==> src/rtl/hold_start_seq.sv <==
// Hold-then-start sequencer: raises hold_o on a trigger, waits a programmable
// delay, emits one start_o pulse, then drops hold for at least one cycle.
module hold_start_seq #(
  parameter int unsigned DELAY_W   = 5,
  parameter int unsigned MAX_DELAY = 18,
  parameter int unsigned CNT_W     = 8
) (
  input  logic               clk,
  input  logic               rst_n,
  input  logic               trig_i,
  input  logic [DELAY_W-1:0] delay_i,
  input  logic               abort_i,
  input  logic               clr_i,
  output logic               hold_o,
  output logic               start_o,
  output logic               busy_o,
  output logic               done_o,
  output logic               aborted_o,
  output logic               err_o,
  output logic               ovr_o,
  output logic [CNT_W-1:0]   pulse_cnt_o
);

  localparam logic [DELAY_W-1:0] MAX_D = DELAY_W'(MAX_DELAY);

  typedef enum logic [1:0] {
    S_IDLE = 2'd0,
    S_WAIT = 2'd1,
    S_FIRE = 2'd2,
    S_COOL = 2'd3
  } state_t;

  state_t             state, state_n;
  logic [DELAY_W-1:0] cnt, cnt_n;
  logic               hold, hold_n;
  logic               start, start_n;
  logic               busy, busy_n;
  logic               done, done_n;
  logic               aborted, aborted_n;
  logic               err, err_n;
  logic               ovr, ovr_n;
  logic [CNT_W-1:0]   pulse_cnt, pulse_cnt_n;
  logic               fire_inc;

  always_ff @(posedge clk or negedge rst_n) begin
    if (!rst_n) begin
      state     <= S_IDLE;
      cnt       <= '0;
      hold      <= 1'b0;
      start     <= 1'b0;
      busy      <= 1'b0;
      done      <= 1'b0;
      aborted   <= 1'b0;
      err       <= 1'b0;
      ovr       <= 1'b0;
      pulse_cnt <= '0;
    end else begin
      state     <= state_n;
      cnt       <= cnt_n;
      hold      <= hold_n;
      start     <= start_n;
      busy      <= busy_n;
      done      <= done_n;
      aborted   <= aborted_n;
      err       <= err_n;
      ovr       <= ovr_n;
      pulse_cnt <= pulse_cnt_n;
    end
  end

  always_comb begin
    state_n   = state;
    cnt_n     = cnt;
    hold_n    = hold;
    start_n   = 1'b0;
    done_n    = 1'b0;
    aborted_n = 1'b0;
    err_n     = 1'b0;
    fire_inc  = 1'b0;

    unique case (state)
      S_IDLE: begin
        if (trig_i) begin
          if (delay_i > MAX_D) begin
            err_n = 1'b1;
          end else begin
            hold_n  = 1'b1;
            cnt_n   = delay_i;
            state_n = S_WAIT;
          end
        end
      end
      S_WAIT: begin
        // abort takes priority over an expiring count
        if (abort_i) begin
          hold_n    = 1'b0;
          done_n    = 1'b1;
          aborted_n = 1'b1;
          state_n   = S_COOL;
        end else if (cnt == '0) begin
          start_n = 1'b1;
          state_n = S_FIRE;
        end else begin
          cnt_n = cnt - 1'b1;
        end
      end
      S_FIRE: begin
        hold_n   = 1'b0;
        done_n   = 1'b1;
        fire_inc = 1'b1;
        state_n  = S_COOL;
      end
      S_COOL: begin
        hold_n  = 1'b0;
        state_n = S_IDLE;
      end
      default: begin
        hold_n  = 1'b0;
        state_n = S_IDLE;
      end
    endcase

    busy_n = (state_n != S_IDLE);

    // a new overrun in the same cycle as a clear keeps the flag set
    ovr_n = (ovr & ~clr_i) | (trig_i & (state != S_IDLE));

    if (clr_i)
      pulse_cnt_n = '0;
    else if (fire_inc && (pulse_cnt != '1))
      pulse_cnt_n = pulse_cnt + 1'b1;
    else
      pulse_cnt_n = pulse_cnt;
  end

  assign hold_o      = hold;
  assign start_o     = start;
  assign busy_o      = busy;
  assign done_o      = done;
  assign aborted_o   = aborted;
  assign err_o       = err;
  assign ovr_o       = ovr;
  assign pulse_cnt_o = pulse_cnt;

endmodule

==> config.mk <==
export PLATFORM = sky130hd
export DESIGN_NAME = hold_start_seq
export DESIGN_NICKNAME = d
export VERILOG_FILES = /design/src/rtl/hold_start_seq.sv
export SDC_FILE = /design/constraint.sdc
export NUM_CORES = 1
export LEC_CHECK = 0
export ABC_AREA = 0
export ABC_CLOCK_PERIOD_IN_PS = 3050
export CORE_MARGIN = 4
export CORE_UTILIZATION = 37
export DETAILED_ROUTE_END_ITERATION = 8
export PLACE_DENSITY = 0.63
export SETUP_SLACK_MARGIN = 0.2
export SYNTH_ARGS = -nofsm -noshare
export SYNTH_HDL_FRONTEND = slang
export SYNTH_SLANG_ARGS = --single-unit
==> constraint.sdc <==
create_clock -name clk -period 3.05 [get_ports clk]
set_clock_uncertainty 0.15 [all_clocks]
set_input_delay 0.61 -clock clk [delete_from_list [all_inputs] [get_ports clk]]
set_output_delay 0.61 -clock clk [all_outputs]
set_load 0.1 [all_outputs]
; ---- Yosys cells after proc, flatten, opt, wreduce, memory -nomap -nowiden
; Cells that the tools add are included.
[word_totals]
ff_bits = 22
latchBits = 0
ram_bits = 0
romBits = 0
in_bits = 10
out_inout_bits = 15
word_cells = 62
memories = 0
[classes]
n_addsub = 2
mul = 0
div = 0
magnitude_cmp = 1
n_eq_ne = 9
shift = 0
muxes = 26
n_bitwise = 4
reduce_logical = 10
[ops]
columns = operator, n
row1 = $mux 5, 4
row2 = $mux 8, 2
row3 = $mux 1, 12
row4 = $ne 2x2->1 const B, 5
row5 = $pmux 5 s2, 1
row6 = $add 8x1->8 const B, 1
row7 = $mux 2, 4
row8 = $ne 8x8->1 const B, 1
row9 = $pmux 2 s4, 1
row10 = $reduce_bool 2->1, 4
row11 = $gt 5x5->1 const B, 1
row12 = $logic_not 5->1, 1
row13 = $reduce_and 5->1, 1
row14 = $sub 5x1->5 const B, 1
row15 = $eq 2x2->1 const B, 2
row16 = $pmux 1 s3, 1
row17 = $reduce_and 3->1, 1
row18 = $and 1x1->1, 2
row19 = $eq 2x1->1 const B, 1
row20 = $logic_not 2->1, 1
row21 = $pmux 1 s2, 1
row22 = $reduce_or 2->1, 1
row23 = $logic_and 1x1->1, 1
row24 = $not 1->1, 1
row25 = $or 1x1->1, 1

; ---- Logic depth before layout (Yosys ltp)
; Gate-level depths: netlist of run 1.
[depth]
depth_word = 5
ltp_mapped = 8
depth_no_buf = 6

; ---- Worst setup path before layout of run 1
; OpenSTA, ideal clock, no wires.
[synth_path]
path_type = register to register
start = register pulse_cnt[0], in the netlist pulse_cnt_o[0]
end = register pulse_cnt[6], in the netlist pulse_cnt_o[6]
setup_time_ps = 100
arrival_ps = 1940
t_required_ps = 2800
path_slack_ps = 860
path_stages_with_launch = 6
n_path_buf = 1
synth_period_minus_slack_ps = 2190
path_cell_list = dfrtp_1 ha_1 clkbuf_1 and3_1 a21oi_1 a311oi_1
[synth_between]
elab_chain_cells = 3
elab_cells_between_ends = 6
classes_between = 1 x add/sub / 1 x eq/ne / 2 x mux / 2 x reduce/logical
[synth_rtl]
columns = item, line_no
row1 = "start, declared", 42  ; logic [CNT_W-1:0] pulse_cnt, pulse_cnt_n;
row2 = "start signal, assigned", 67  ; pulse_cnt <= pulse_cnt_n;
row3 = $add 8x1->8 / $ne 8x8->1 (equally long branches), "131, 130"
row4 = $mux 8 / $logic_and 1x1->1 (equally long branches), 130  ; else if (fire_inc && (pulse_cnt != '1))
row5 = $mux 8 / $reduce_bool 2->1 (equally long branches), n/a
; Several ways; a longest one is shown, not always the timed one. The select of a mux whose other input is x is not followed.
; A chain may end at the register's enable or synchronous reset.

; ---- Worst setup path in the final report of run 1
[layout_path]
start = register state[1]
end = register cnt[0]
[layout_between]
elab_chain_cells = 3
elab_cells_between_ends = 9
classes_between = 5 x eq/ne / 1 x mux / 3 x reduce/logical
[layout_rtl]
columns = item, line_no
row1 = "start, declared", 33  ; state_t state, state_n;
row2 = "start signal, assigned", 58  ; state <= state_n;
row3 = $eq 2x1->1 / $logic_not 2->1 (equally long branches), 81  ; unique case (state)
row4 = $ne 2x2->1 (no line) / $reduce_bool 2->1 (equally long branches), n/a
row5 = $reduce_and 5->1 (no line), n/a
row6 = "end signal, assigned", 59  ; cnt <= cnt_n;
row7 = "end, declared", 34  ; logic [DELAY_W-1:0] cnt, cnt_n;
; Several ways; a longest one is shown, not always the timed one.

==> results by stage, run 1 <==
Status:
- The flow ran to the end, and the final reports show no timing, DRC or antenna violations.

Critical path:
- The stage delay of the slowest cell on the critical path is roughly 0.53 ns.
- STA classifies the critical path endpoint as a flip-flop.
- The slowest stage of the critical path belongs to the cell sky130_fd_sc_hd__ha_1.
- The type of the setup path with the least slack is flip-flop to flip-flop.
- In this run the register-to-register setup slack is between 0.8 and 0.9 ns.
- The sum of buffers and inverters on the critical path is 1.
- Traced cell by cell, the critical path runs through inv_1, ha_1, nand2b_1, o22ai_2, and2_1, mux2i_1.
- The peak fanout along the critical path is 18.
- Data arrives at the worst endpoint at 2.32 ns.
- For the worst setup path, the data required time is ~3.1 ns.
- The critical path's top delay family is adder cells.
- The worst setup path is launched from a flip-flop.

STA:
- The worst hold slack is approximately 0.39 ns.
- The number of hold violations in the final report came to 0.
- The summed negative setup slack over all endpoints is 0 ns.
- The number of max-slew violations in the final report is 0.
- Timing would allow up to 0.447 GHz.
- In the finished design, the share of the clock period the worst path needs comes to 0.733.
- Setup repair after global routing left no endpoint under its margin.
- The number of setup violations in the final report is 0.
- The normalized max-slew margin is 0.605.
- The transition time at the pin with the least slew margin is a little under 0.6 ns.
- The worst path in the final design needs a cycle of between 2 and 2.5 ns, including I/O delays and setup.

Drt:
- The wire length per cell is ~13 µm.
- Summed over all layers, the routed wires come to 2470 µm.
- Across all layers, the routed design uses 979 vias.
- In the routed design, unresolved DRC markers number 0.
- The first detailed-routing pass took 4 iterations.
- In this run the remaining antenna-violating nets after routing total 0.
- The first routing iteration left 54 violations.
- The via-per-instance ratio is between 5 and 6.

Global routing:
- The via count of the first global-routing pass is 979.
- The first global-routing pass estimated 4330 µm of wire.
- Global routing finished with a remaining overflow of 0.
- The pin count of the biggest net entering global routing is 23.
- Across every metal layer, demand over resource in global routing totals 0.127.
- The number of antenna violations at the first check in global routing is 0.

Clock network:
- Gates resized during post-CTS repair numbered 0.
- The insertion delay to the later sink of the worst-skew pair is approximately 0.30 ns.
- The number of clock buffers added by TritonCTS is 3.
- The count of H-tree levels built during CTS is 1.
- The root cell of the clock tree is sky130_fd_sc_hd__clkbuf_4.
- The number of setup buffers added after CTS is 0.
- The CTS tree is done.
- In this run the deepest clock path goes through 2 buffers.
- The clock transition at the register clock pins on the worst setup and hold paths after CTS is 0.11 ns.
- Clock tree synthesis found a total of 22 sinks.
- After clock tree synthesis, the flow added hold-fix buffers numbering 0.

Floorplan:
- The die is 64.7 µm tall.
- For this configuration, the core starts out at a cell density of 0.389.
- The core footprint is around 3100 µm².
- The floorplan step defined a die boundary enclosing 4180 µm².
- The floorplan step set the die width to 64.7 µm.
- For this design the top-level I/O count stands at 25.
- The total number of placement rows is 20.

Placed design:
- The count of buffers inserted at the top-level ports is 24.
- The congestion estimate from routability-driven global placement came to a little over 0.8.
- Detailed placement ended at an HPWL of 1850 µm.

Job:
- Across the run, the number of max-cap violations was 0.

Finish:
- The multi-input combinational cell area is 563 µm².
- Across the whole layout, storage elements account for ~550 µm².
- The utilization after layout is 0.475.
- The filler cell count in the final layout is 315.
- The area overhead of the layout relative to synthesis is 22.1%.
- The repair_antennas step left the layout with diodes totalling 0.
- The most common cell after layout, fill and taps aside is sky130_fd_sc_hd__dfrtp_1.
- At the end of the flow, the number of nets in the layout was 162.
- Leaving out fill and tap cells, the most frequent cells in the layout are 22 x sky130_fd_sc_hd__dfrtp_1, 16 x sky130_fd_sc_hd__buf_4, 13 x sky130_fd_sc_hd__inv_1, 10 x sky130_fd_sc_hd__a21oi_1, 9 x sky130_fd_sc_hd__clkdlybuf4s50_1.
- Of the cells placed in the final design, the portion with a size suffix greater than 1 is 0.152.

Logic synthesis:
- Synthesis produced a netlist whose cell count is 123.
- The post-synth design cell area is 1190 µm².
- The share of the Yosys chip area taken by registers is 0.464.
- During synthesis, Yosys emitted a total of 0 warnings.
- The post-synth net total is between 100 and 150.
- The synthesized design contains 22 register bits.
- The number of different library cells used by synthesis comes to 36.
- Dividing the synthesized area by the synthesized cell count gives 9.65 µm².

Worst hold path:
- The worst hold path belongs to the class flip-flop to flip-flop.

Power and ir drop:
- In this run the static leakage power is 0.000651 µW.
- The peak ir drop on the vdd network is between 0.0003 and 0.0004 V.
- In this run the power density over the cells is around 900 nW/µm².
path summary, 6_finish.rpt:
check | from | end | cells after the start
max | state[1]$_DFF_PN0_ | cnt[0]$_DFFE_PN0P_ | 6
min | ovr_o$_DFF_PN0_ | ovr_o$_DFF_PN0_ | 2
max reg2reg | state[1]$_DFF_PN0_ | cnt[0]$_DFFE_PN0P_ | 6
min reg2reg | ovr_o$_DFF_PN0_ | ovr_o$_DFF_PN0_ | 2
max in group asynchronous | rst_n | state[0]$_DFF_PN0_ | 2
min in group asynchronous | rst_n | busy_o$_DFF_PN0_ | 2
registers in the layout (all words and copies together) (netlist names):
signal	count
cnt	5
aborted_o	1
busy_o	1
start_o	1
done_o	1
state	2
err_o	1
hold_o	1
ovr_o	1
pulse_cnt_o	8
metal layers:
layer	routed length, µm	vias up	share of wire	GRT usage
met5	0	-	0	0
met1	1150	476	0.47	0.162
met3	90	2	0.036	0.0208
met2	1210	18	0.49	0.215
li1	-	483	-	-
met4	19	0	0.0077	0.0475
power breakdown:
group | switching (µW) | internal, µW
combinational | 517 | 237
sequential | 77.6 | 375
clock | 81.9 | 46.0
total | 677 | 658
cell families after synthesis:
family	after synthesis	share of synthesized area
AND/OR/NAND/NOR	36	0.179
XOR/XNOR	3	0.0221
flip-flops	22	0.464
multiplexers	3	0.0253
AO/OA/AOI/OAI	35	0.195
adder cells (fa/ha/maj)	5	0.0527
buffers and inverters	19	0.0622
Yosys cell counts:
cell	instances	area [µm²]
sky130_fd_sc_hd__o21ai_0	2	10.0
sky130_fd_sc_hd__nor3_1	3	15.0
sky130_fd_sc_hd__and2_1	2	12.5
sky130_fd_sc_hd__o21ai_1	1	5.00
sky130_fd_sc_hd__a311oi_1	2	17.5
sky130_fd_sc_hd__or3b_1	1	8.76
sky130_fd_sc_hd__o22ai_1	3	18.8
sky130_fd_sc_hd__o41ai_1	1	8.76
sky130_fd_sc_hd__xnor2_1	3	26.3
sky130_fd_sc_hd__a21oi_1	10	50.1
sky130_fd_sc_hd__or3_2	1	7.51
sky130_fd_sc_hd__or4_1	1	7.51
sky130_fd_sc_hd__a31oi_1	6	37.5
sky130_fd_sc_hd__nand3_1	4	20.0
sky130_fd_sc_hd__o22ai_2	1	12.5
sky130_fd_sc_hd__mux2i_1	3	30.0
sky130_fd_sc_hd__or4b_1	1	10.0
sky130_fd_sc_hd__a211oi_1	3	22.5
sky130_fd_sc_hd__ha_1	5	62.6
sky130_fd_sc_hd__a211o_1	2	17.5
sky130_fd_sc_hd__o31a_1	1	8.76
sky130_fd_sc_hd__o21a_1	1	7.51
sky130_fd_sc_hd__nor4b_4	1	23.8
sky130_fd_sc_hd__and3_1	3	18.8
sky130_fd_sc_hd__dfrtp_1	22	551
sky130_fd_sc_hd__a22oi_1	1	7.51
sky130_fd_sc_hd__inv_1	13	48.8
sky130_fd_sc_hd__nand2b_1	3	18.8
sky130_fd_sc_hd__nor2b_1	2	12.5
sky130_fd_sc_hd__nor4_1	1	6.26
sky130_fd_sc_hd__nand4_1	1	6.26
sky130_fd_sc_hd__nor2_1	6	22.5
sky130_fd_sc_hd__clkbuf_1	4	15.0
sky130_fd_sc_hd__buf_2	2	10.0
sky130_fd_sc_hd__nand2_1	6	22.5
sky130_fd_sc_hd__o21bai_1	1	7.51
final cells by class:
class / instances / share of cell area
clock buffers: 3 / 0.0155
repair buffers: 25 / 0.145
flip-flops and latches: 22 / 0.380
inverters: 13 / 0.0336
multi-input cells: 82 / 0.388
well taps: 44 / 0.0380
worst min-delay path: stages, from the launching register on:
cell,delay [ns]
sky130_fd_sc_hd__dfrtp_1,0.40
sky130_fd_sc_hd__inv_1,0.06
sky130_fd_sc_hd__o22ai_1,0.05
metrics by stage:
step	cells	instance area [µm²]	setup WS, ns	power (µW)
final	189	1450	0.814	1330
after CTS	189	1450	0.845	1340
after global routing	189	1450	0.598	1430
after global placement	186	1430	0.718	1200
after floorplan	123	1190	0.860	1050
after detailed placement	186	1430	0.660	1210
(Power assumes the default switching activity.)
==> run 2, diff against run 1 <==
--- a/config.mk
+++ b/config.mk
@@ -6,7 +6,7 @@
 export NUM_CORES = 1
 export LEC_CHECK = 0
 export ABC_AREA = 0
-export ABC_CLOCK_PERIOD_IN_PS = 3050
+export ABC_CLOCK_PERIOD_IN_PS = 2100
 export CORE_MARGIN = 4
 export CORE_UTILIZATION = 37
 export DETAILED_ROUTE_END_ITERATION = 8
==> constraint.sdc (replaced) <==
create_clock -name clk -period 2.1 [get_ports clk]
set_clock_uncertainty 0.15 [all_clocks]
set_input_delay 0.42 -clock clk [delete_from_list [all_inputs] [get_ports clk]]
set_output_delay 0.42 -clock clk [all_outputs]
set_load 0.1 [all_outputs]
==> run 2 against run 1 <==
Against the previous run:
- count of clock-buffer cells in the layout up 1
- routed wire length up 3.5%
- worst hold slack worse by 0.087 ns
- via count up 3.8%
- non-clock buffer count up 5
- sequential power up 48%
- largest cell class unchanged
- global-route usage up 0.54 points
- maximum frequency up 23%
- combinational power up 63%
- register-to-register slack worse by 0.53 ns
- setup slack worse by 0.53 ns
==> results by stage, run 2 (synthesis gave the netlist of run 1 again) <==
Placed design:
- The congestion estimate from routability-driven global placement came to 0.904.
- Summed over all nets, the half-perimeter wirelength after detailed placement is 2000 µm.
- In this run the tool buffered the top-level ports with 24 buffer cells.

Power and ir drop:
- The clock network fraction of total power is 0.109.
- The leakage power figure is 0.000687 µW.
- Summed over all nets, the switching power comes to 1030 µW.
- The internal power summed over all cells is 1100 µW.
- The share of total power dissipated in sequential elements is 0.314.
- The power per cell area is 1310 nW/µm².
- The share of total power dissipated in combinational logic is 0.577.
- The switching power share of the total is 0.485.
- The peak ir drop on the vdd network is between 0.0004 and 0.0005 V.
- Power comes to 2130 µW.

Finish:
- The library cell used most frequently in the layout, excluding fill and tap cells, is sky130_fd_sc_hd__dfrtp_1.
- Leaving out fill and tap cells, the most frequent cells in the layout are 14 x sky130_fd_sc_hd__dfrtp_1, 13 x sky130_fd_sc_hd__buf_4, 12 x sky130_fd_sc_hd__inv_1, 10 x sky130_fd_sc_hd__a21oi_1, 9 x sky130_fd_sc_hd__clkdlybuf4s50_1.
- Relative to the synthesized area, the layout overhead comes to 37.3%.
- The share of layout cells above drive strength 1 is 0.272.
- The number of antenna diodes is 0.
- The register with the most flip-flops in the layout has 8 of them.
- In the final design database the tool counted 167 nets.

Drt:
- The detailed router finished its first iteration with 48 violations.
- The wire length per cell is between 10 and 15 µm.
- After detailed routing, the number of remaining DRC violations is 0.
- Summing over every cut layer, the via total after detailed routing is 1016.
- The post-detailed-routing wire length is about 2600 µm.
- The count of nets left with antenna violations once routing finished came out at 0.
- The number of detailed-routing iterations run before antenna repair is 4.
- Dividing the detail-routed via count by the number of cells gives approximately 5.2.

Status:
- The run finished with clean final reports.

STA:
- Measured against its own limit, the worst slew margin works out to 0.763.
- The number of hold violations in the final report is 0.
- The number of max-slew violations in the final report came to 0.
- Summed over all failing endpoints, the final setup total negative slack is 0 ns.
- Setup repair after global routing could not meet its margin everywhere.
- For the pin with the worst max-slew slack, the measured transition is ~0.35 ns.
- The highest clock frequency the design can meet is 0.551 GHz.
- In the finished design, the share of the clock period the worst path needs comes to 0.864.
- The routed design could run at a clock period as short as 1.81 ns.
- Setup violations remaining at the end of the flow were counted as 0.

Worst hold path:
- The path class of the tightest hold or removal check is primary input to asynchronous set/reset pin.

Critical path:
- The critical path in this run is classified as flip-flop to flip-flop.
- In this run the worst path has a maximum fanout of 5.
- The data required time at the worst endpoint is between 2 and 2.5 ns.
- The worst setup path is captured at a flip-flop.
- The data arrival at the endpoint of the critical path is 1.86 ns.
- STA classifies the critical path startpoint as a flip-flop.

Clock network:
- The root cell of the clock tree is sky130_fd_sc_hd__clkbuf_4.
- Post-CTS timing repair inserted 0 buffers for setup.
- The CTS tree is done.
- The clock transition at the register clock pins on the worst setup and hold paths after CTS is 0.13 ns.
- The number of sinks handled by clock tree synthesis is 22.
- The largest buffer count on any clock path is 2.
- CTS built an H-tree with a depth of 1.
- The number of buffers added by the clock tree synthesis step is 3.
- Clock latency on the worst-skew pair, taken at its later pin, is 0.30 ns.

Job:
- The max capacitance violation total is 0.

Floorplan:
- Measured along the y axis, the die boundary spans 64.7 µm.
- The chip width is 64.7 µm.
- The initial standard-cell utilization of the core is 0.389.
- The core footprint is roughly 3100 µm².
- The number of top-level pins is 25.
- The full die area is 4180 µm².
- The initialized floorplan defines 20 standard-cell rows.

Global routing:
- After global routing the overflow that remains totals 0.
- The first-pass GRT wire length is 4390 µm.
- The number of antenna violations at the first check in global routing is 0.
- The global-route usage over all layers is 0.132.
- Entering global routing, the biggest net connects 23 pins.
- The via count of the first global-routing pass is 968.
## run 2: cell types whose count changed in the layout (fill, tap and decap cells not counted), moves of 2 or more
cell                      delta
sky130_fd_sc_hd__buf_12      +8
sky130_fd_sc_hd__dfrtp_1     -8
sky130_fd_sc_hd__dfrtp_2     +8
sky130_fd_sc_hd__buf_4       -3
sky130_fd_sc_hd__ha_1        -3
sky130_fd_sc_hd__ha_2        +2
## run 2: critical path, cell delays in order, from the launching register on
cell	delay, ns
sky130_fd_sc_hd__dfrtp_1	0.42
sky130_fd_sc_hd__inv_2	0.09
sky130_fd_sc_hd__ha_4	0.16
sky130_fd_sc_hd__or4b_1	0.46
sky130_fd_sc_hd__a31oi_1	0.18
sky130_fd_sc_hd__a31oi_1	0.07
sky130_fd_sc_hd__o21bai_1	0.16
## run 2: stage by stage
step / cell area (µm²) / hold WS, ns / std cells / util / setup WS (ns)
after global placement: 1580 / 0.371 / 191 / 0.516 / 0.111
after floorplan: 1200 / -0.0256 / 123 / - / 0.233
after detailed placement: 1580 / 0.377 / 191 / 0.516 / 0.0534
final: 1630 / 0.301 / 195 / 0.534 / 0.285
after global routing: 1630 / 0.330 / 195 / 0.534 / 0.188
after CTS: 1610 / 0.308 / 195 / 0.529 / 0.214
## run 2: metal layers
metal,up-vias,GRT usage,share of wire
met5,-,0,0
met4,0,0.0449,0.012
met3,4,0.0260,0.035
met2,23,0.209,0.47
met1,496,0.181,0.48
li1,493,-,-
## run 2: power groups by stage
stage / logic [µW] / registers (µW) / clock network, µW
finish: 1230 / 669 / 233
floorplan: 533 / 1000 / 0
detailed placement: 1200 / 678 / 0
CTS: 1210 / 668 / 240
global placement: 1170 / 671 / 0
global route: 1340 / 692 / 257
## run 2: path summary, 6_finish.rpt
kind,from,end,slack [ns],cells after the start
min in group clk,hold_o$_DFFE_PN0P_,hold_o$_DFFE_PN0P_,0.39,2
setup reg to reg,cnt[0]$_DFFE_PN0P_,busy_o$_DFF_PN0_,0.29,6
hold reg to reg,hold_o$_DFFE_PN0P_,hold_o$_DFFE_PN0P_,0.39,2
setup / recovery,cnt[0]$_DFFE_PN0P_,busy_o$_DFF_PN0_,0.29,6
max in group asynchronous,rst_n,pulse_cnt_o[2]$_DFFE_PN0P_,1.27,2
hold / removal,rst_n,pulse_cnt_o[7]$_DFFE_PN0P_,0.30,2
## run 2: cell type report
class	instances	area, µm²
sequential	22	561
tap	44	55.1
multi-input combinational	82	582
fill	295	1420
clock buffer	4	36.3
inverter	13	48.8
timing repair buffer	30	348
## run 2: timing repair
action                                  4_1_cts  5_1_grt
resized for setup                             1        5
endpoints found under the setup margin        1        5
hold buffers                                  0        0
endpoints found under the hold margin         0        0
